**src/rtl/uart_tx_buffered_serializer.sv**
```systemverilog
// Double-buffered parallel-to-serial engine for the UART TX path; optional parity via UART_TX_SER_PARITY_EN.
// Latency: accept at N, transfer to shift register at N+1, first bit on the first EN at or after N+2.
// Backpressure: DATA_READY is low while the holding register is full; back-to-back words stream with no gap ticks.
module uart_tx_buffered_serializer #(
    parameter int DATA_WIDTH = 8
) (
    input  logic                  CLK,
    input  logic                  RST,
    input  logic [DATA_WIDTH-1:0] P_DATA,
    input  logic                  DATA_VALID,
    output logic                  DATA_READY,
    input  logic                  EN,
    input  logic                  MSB_FIRST,
    input  logic                  PAR_TYPE,
    output logic                  S_DATA,
    output logic                  BUSY,
    output logic                  DONE,
    output logic                  PAR_BIT
);

    localparam int CNT_WIDTH = (DATA_WIDTH > 1) ? $clog2(DATA_WIDTH) : 1;
    localparam logic [CNT_WIDTH-1:0] LAST_IDX = CNT_WIDTH'(DATA_WIDTH - 1);

    typedef enum logic {S_IDLE, S_SHIFT} state_t;

    state_t                state_q, state_d;
    logic [DATA_WIDTH-1:0] hold_q, hold_d;
    logic                  hold_full_q, hold_full_d;
    logic [DATA_WIDTH-1:0] shift_q, shift_d;
    logic [CNT_WIDTH-1:0]  count_q, count_d;
    logic                  msb_q, msb_d;
    logic                  s_data_q, s_data_d;
    logic                  done_q, done_d;
    logic                  busy_q, busy_d;

    logic                  accept;
    logic                  tick;
    logic                  last_tick;
    logic                  transfer;
    logic [CNT_WIDTH-1:0]  bit_idx;

    // Handshake, shift tick and hold-to-shift transfer decisions plus next-state values.
    always_comb begin
        accept      = DATA_VALID & ~hold_full_q;
        tick        = (state_q == S_SHIFT) & EN;
        last_tick   = tick & (count_q == LAST_IDX);
        // The hold refills the shift register either from idle or on the final bit of
        // the current word, which is what gives zero-gap streaming.
        transfer    = hold_full_q & ((state_q == S_IDLE) | last_tick);
        bit_idx     = msb_q ? (LAST_IDX - count_q) : count_q;

        state_d     = state_q;
        hold_d      = hold_q;
        hold_full_d = hold_full_q;
        shift_d     = shift_q;
        count_d     = count_q;
        msb_d       = msb_q;
        s_data_d    = s_data_q;
        done_d      = last_tick;

        // Accept needs an empty hold and transfer needs a full one, so they never collide.
        if (accept) begin
            hold_d      = P_DATA;
            hold_full_d = 1'b1;
        end else if (transfer) begin
            hold_full_d = 1'b0;
        end

        if (tick) begin
            s_data_d = shift_q[bit_idx];
            count_d  = last_tick ? '0 : count_q + 1'b1;
        end

        if (transfer) begin
            shift_d = hold_q;
            count_d = '0;
            msb_d   = MSB_FIRST;
            state_d = S_SHIFT;
        end else if (last_tick) begin
            state_d = S_IDLE;
        end

        // BUSY stays up through the DONE cycle and drops one cycle later when idle.
        busy_d = (state_d == S_SHIFT) | last_tick;
    end

    // State and datapath registers; reset discards any frame in progress.
    always_ff @(posedge CLK or negedge RST) begin
        if (!RST) begin
            state_q     <= S_IDLE;
            hold_q      <= '0;
            hold_full_q <= 1'b0;
            shift_q     <= '0;
            count_q     <= '0;
            msb_q       <= 1'b0;
            s_data_q    <= 1'b0;
            done_q      <= 1'b0;
            busy_q      <= 1'b0;
        end else begin
            state_q     <= state_d;
            hold_q      <= hold_d;
            hold_full_q <= hold_full_d;
            shift_q     <= shift_d;
            count_q     <= count_d;
            msb_q       <= msb_d;
            s_data_q    <= s_data_d;
            done_q      <= done_d;
            busy_q      <= busy_d;
        end
    end

`ifdef UART_TX_SER_PARITY_EN
    logic par_bit_q, par_bit_d;

    // Parity of the incoming word is captured at transfer and held for the whole word.
    always_comb begin
        par_bit_d = par_bit_q;
        if (transfer) begin
            par_bit_d = PAR_TYPE ? ~^hold_q : ^hold_q;
        end
    end

    // Parity register.
    always_ff @(posedge CLK or negedge RST) begin
        if (!RST) begin
            par_bit_q <= 1'b0;
        end else begin
            par_bit_q <= par_bit_d;
        end
    end

    assign PAR_BIT = par_bit_q;
`else
    logic unused_par_type;
    assign unused_par_type = PAR_TYPE;
    assign PAR_BIT         = 1'b0;
`endif

    assign DATA_READY = ~hold_full_q;
    assign S_DATA     = s_data_q;
    assign BUSY       = busy_q;
    assign DONE       = done_q;

endmodule

```
**config.mk**
```make
export PLATFORM = sky130hd
export DESIGN_NAME = uart_tx_buffered_serializer
export DESIGN_NICKNAME = d
export VERILOG_FILES = /design/src/rtl/uart_tx_buffered_serializer.sv
export SDC_FILE = /design/constraint.sdc
export NUM_CORES = 1
export LEC_CHECK = 0
export BUFFER_PORTS_ARGS = -buffer_cell sky130_fd_sc_hd__buf_2
export CORE_MARGIN = 4
export CORE_UTILIZATION = 40
export DETAILED_ROUTE_END_ITERATION = 10
export GPL_TIMING_DRIVEN = 0
export PLACE_DENSITY = 0.62
export SLEW_MARGIN = 10
export SYNTH_ARGS = -nofsm -noshare
export SYNTH_HDL_FRONTEND = slang
export SYNTH_SLANG_ARGS = --single-unit
```
**constraint.sdc**
```tcl
create_clock -name CLK -period 3 [get_ports CLK]
set_input_delay 0.6 -clock CLK [delete_from_list [all_inputs] [get_ports CLK]]
set_output_delay 0.6 -clock CLK [all_outputs]
set_load 0.02 [all_outputs]
```
======== Word level (Yosys, flattened, before mapping) ========
Cells that the tools add are included.
storage, ports and cells
  output and inout bits ................... 5
  word-level logic and storage cells ...... 33
  flip-flop bits (word level) ............. 25
  bits of input ports ..................... 14
cells by class
  reduce and logical (&&, ||, !) cells .... 2
  muxes and demuxes ....................... 10
  bitwise operators ....................... 8
  $lt $le $gt $ge ......................... 1
  equality and inequality tests ........... 1
  add/subtract/negate cells ............... 2
operators by type and width
  kind                                                count
  two-way mux 3 bit                                   4
  two-way mux 1 bit                                   5
  AND 1 bit                                           4
  < comparator 3 x 4 -> 1 bit, second input constant  1
  nonzero test 2 bit                                  2
  adder 3 x 1 -> 3 bit, second input constant         1
  binary-select mux 1 bit (select 3 bit)              1
  equality test 3 bit, second input constant          1
  subtractor 3 bit, first input constant              1
  inverter 1 bit                                      2
  OR 1 bit                                            2

======== Depth between registers and ports, before layout ========
  depth after elaboration ................. 6
  depth in mapped cells ................... 6
  gate-level depth less buffers ........... 6

======== Worst setup path before layout ========
OpenSTA, ideal clock, no wires.
  path type ............................... reg-to-reg
  start point ............................. register count_q[0]
  end point ............................... register msb_q
  path buffers ............................ 0
  data arrival time ....................... 1.632 ns
  path slack .............................. 1.243 ns
  data required time ...................... 2.875 ns
  cell stages (with the launch flop) ...... 7
  library setup time ...................... 0.125 ns
  cell sequence ........................... dfrtp_1 ha_1 ha_1 and3_1 nand2b_1 nand2_2 mux2_2
on the way
  cells in the longest elaborated chain, start to end .. 4
ends and longest elaborated chain
  item                    line  text
  from (decl)             30    logic [CNT_WIDTH-1:0] count_q, count_d;
  from (signal assigned)  104   count_q <= count_d;
  equality test 3 bit     46    last_tick = tick & (count_q == LAST_IDX);
  AND 1 bit               46
  via done_d              33    logic done_q, done_d;
  OR 1 bit                49    transfer = hold_full_q & ((state_q == S_IDLE) | last_tick);
  AND 1 bit               49
  to (signal assigned)    105   msb_q <= msb_d;
  to (decl)               31    logic msb_q, msb_d;
The timed path passes the listed nets, and every way through them passes these cells.
A chain may end at the register's enable or synchronous reset.

======== Worst setup path after layout ========
  start point ............................. register count_q[1]
  end point ............................... register shift_q[1]
on the way
  cells in the longest elaborated chain, start to end .. 4
ends and longest elaborated chain
  item                  line  text
  equality test 3 bit   46
  AND 1 bit             46
  via done_d            33
  OR 1 bit              49
  AND 1 bit             49
  to (signal assigned)  103   shift_q <= shift_d;
  to (decl)             29    logic [DATA_WIDTH-1:0] shift_q, shift_d;
The timed path passes the listed nets, and every way through them passes these cells.

==> flow_summary.toml <==
[outcome]
status = "finished clean"

[clock_network]
cts_buffer_depth = 2
worstSkewPairLatency_ns = 0.31
clk_pin_slew_ns = 0.13
cts_hold_buffers = 0
numCtsBuffers = 3
clock_sinks = 25
post_cts_buffers = 0
cts_root_buffer = "clkbuf_4"
cts_resized = 0
cts_tree = "yes"
h-tree-depth = 1

[logic_synthesis]
mappedNetlistNets = 99
syn_area_um2 = 1140
ys_seq_area_share_pct = 54.7
ys_seq_elements = 25
netlist_instances = 83
synth_warnings = 0
ys_types = 27
avgSynthCellArea_um2 = 13.8

[setup_path]
cp.arrival_ns = 2.16
crit_chain = "ha_1 > ha_1 > and3_1 > nand2b_1 > nand2_2 > mux2_2"
endpoint_kind = "register"
required_ns = 3.21
path_class = "register to register"
cp-start-kind = "register"
critPathMaxFanout = 10
max_stage_delay_ns = 0.50
crit_slowest_cell = "dfrtp_1"
path_common_cell = "ha_1"

[cells_and_area]
multi_input_comb_area_um2 = 480
syn2layout_area_growth_pct = 12.7
num-fill-cells = 258
fin_nets = 120
regArea_um2 = 626
final_util_pct = 47.1
antenna_cells = 0
drive_above_1_share_pct = 40.8

[die]
ios = 19
dieArea_um2 = 3780
initial_core_util_pct = 41.8
core_um2 = 2730
die_w_um = 61.5
dieHeight_um = 61.5
std_cell_rows = 19

[power]
p_sw_share_pct = 31.6
power_frac_comb_pct = 37.9
power_leakage_nw = 0.622
p_sw_mw = 0.369
peakVddDrop_mv = 0.452
p_total_mw = 1.17
intPower_mw = 0.800
p_clk_share_pct = 12.7
pwr_density_cell_nw_per_um2 = 907
p_seq_share_pct = 49.5

[global_route]
use_met1_pct = 14.3
grt_pass1_wl_um = 3060
grt_usage_pct = 11.2
top_usage_layer = "met2"
use_met2_pct = 18.3
grt-ovfl-total = 0
grt_max_degree = 26
antenna_found_initial = 0
gr-usage-met3_pct = 2.10
grt_pass1_vias = 672

[sta]
timing.hold.ws_ns = 0.257
post-route-period-util_pct = 65.1
finalHoldViolCount = 0
setup_viol = 0
fin_tns_setup_ns = 0
worst_pin_slew_ns = 0.568
slew_headroom_pct = 62.1
rsz0062_at_grt = "no"
period_needed_ns = 1.95
fin_skew_ns = 0.00533
max_freq_mhz = 512
slew_viol_final = 0

[detailed_routing]
routed_wl_um = 1810
wl_per_cell_um = 13.5
drcViolationCount = 0
vias_per_cell = 5.22
detail-route-antenna-nets = 0
drtPass1Iterations = 4
vias = 700
drtIter0Drc = 18

[place]
gp_congestion = 0.759
port_buffers = 16
place_hpwl_um = 1370

[hold_path]
hp-class = "primary input to async pin"

[run]
drv_cap = 0
[cells in the final DEF, fill, tap and decap left out, drive strengths merged]
master,count
a31oi,1
buf,18
nor2b,1
nand2b,2
o2bb2ai,1
nor2,2
conb,1
clkbuf,5
nor3,2
mux2,17
xor2,1
dfrtp,25
mux2i,1
o22ai,2
inv,4
o21a,1
and3,1
mux4,4
nand3,1
a22o,2
nand2,7
ha,2
o21ai,2
[final timing paths]
path,startpoint,to,slack [ns],cells past startpoint
max,count_q[1],shift_q[1],1.05,6
min,RST,state_q,0.26,1
max reg2reg,count_q[1],shift_q[1],1.05,6
min reg2reg,hold_q[2],shift_q[2],0.52,1
max in group asynchronous,RST,hold_q[1],2.36,1
min in group CLK,DATA_VALID,hold_full_q,0.49,2
[worst max-delay path, delay by kind of cell, from the launching register on]
kind | cells | cell delay, ns
mux | 1 | 0.36
flops | 1 | 0.50
fa+ha+maj | 2 | 0.44
simple gates | 3 | 0.56
[synth_stat cells]
master     instances  area share (%)
a31oi_1            1            0.55
dfrtp_1           25              55
nor3_1             1            0.44
mux2_2            17              17
a22o_1             2             1.5
nor2b_1            1            0.55
o22ai_1            2             1.1
nor2_1             2            0.66
mux2i_1            1            0.88
o2bb2ai_1          1            0.77
xor2_1             1            0.77
nand3_1            1            0.44
ha_1               2             2.2
buf_4              1            0.66
o21a_1             1            0.66
inv_1              4             1.3
conb_1             1            0.33
nand2_2            1            0.55
mux4_1             2             4.6
and3_1             1            0.55
nand2b_1           2             1.1
mux4_2             2             3.9
nor3_2             1            0.88
o21ai_0            2            0.88
nand2_1            6             2.0
buf_6              1            0.98
clkbuf_1           1            0.33
[cell families (layout without fill, tap and decap cells)]
| group | count (synthesis) | count (layout) | share of synthesized area [%] |
|---|---|---|---|
| DFF | 25 | 25 | 54.7 |
| muxes | 22 | 22 | 26.1 |
| and+or+nand+nor | 16 | 16 | 7.11 |
| AOI/OAI and AO/OA | 9 | 9 | 5.47 |
| buffers and inverters | 7 | 27 | 3.28 |
| adders and majority gates | 2 | 2 | 2.19 |
| other | 1 | 1 | 0.328 |
| xor gates and xnor gates | 1 | 1 | 0.766 |
[power groups by stage]
stage	registers [mW]	logic (mW)	clock network [mW]
floorplan	0.566	0.368	0
global placement	0.581	0.430	0
detailed placement	0.590	0.450	0
CTS	0.581	0.452	0.159
global route	0.601	0.498	0.172
finish	0.578	0.442	0.148
[layer usage]
metal,share of wire (%),wire (um),vias to the layer above
met2,49,891,13
met4,0.94,17,0
li1,-,-,336
met1,44,789,349
met3,6.2,112,2
met5,0,0,-
[final cells by class]
cell class	count	area share (%)
multi-input cells	51	37.3
inverters	4	1.17
repair buffers	16	6.21
plain buffers	3	1.75
flip-flops and latches	25	48.5
clock buffers	4	2.04
well taps	31	3.01
[per-stage QoR]
| stage | worst slack, ns | std cells | area [um^2] |
|---|---|---|---|
| 5_1_grt | 0.967 | 134 | 1290 |
| 6_report | 1.05 | 134 | 1290 |
| 4_1_cts | 1.04 | 134 | 1290 |
| 3_3_place_gp | 1.08 | 130 | 1260 |
| 2_1_floorplan | 1.24 | 83 | 1140 |
| 3_5_place_dp | 1.06 | 130 | 1260 |
[sequential cells by signal, indices dropped and copies added (netlist names)]
signal	flops
hold_q	8
shift_q	8
count_q	3
BUSY	1
DONE	1
S_DATA	1
hold_full_q	1
msb_q	1
state_q	1
Power figures use the tool's default switching activity.
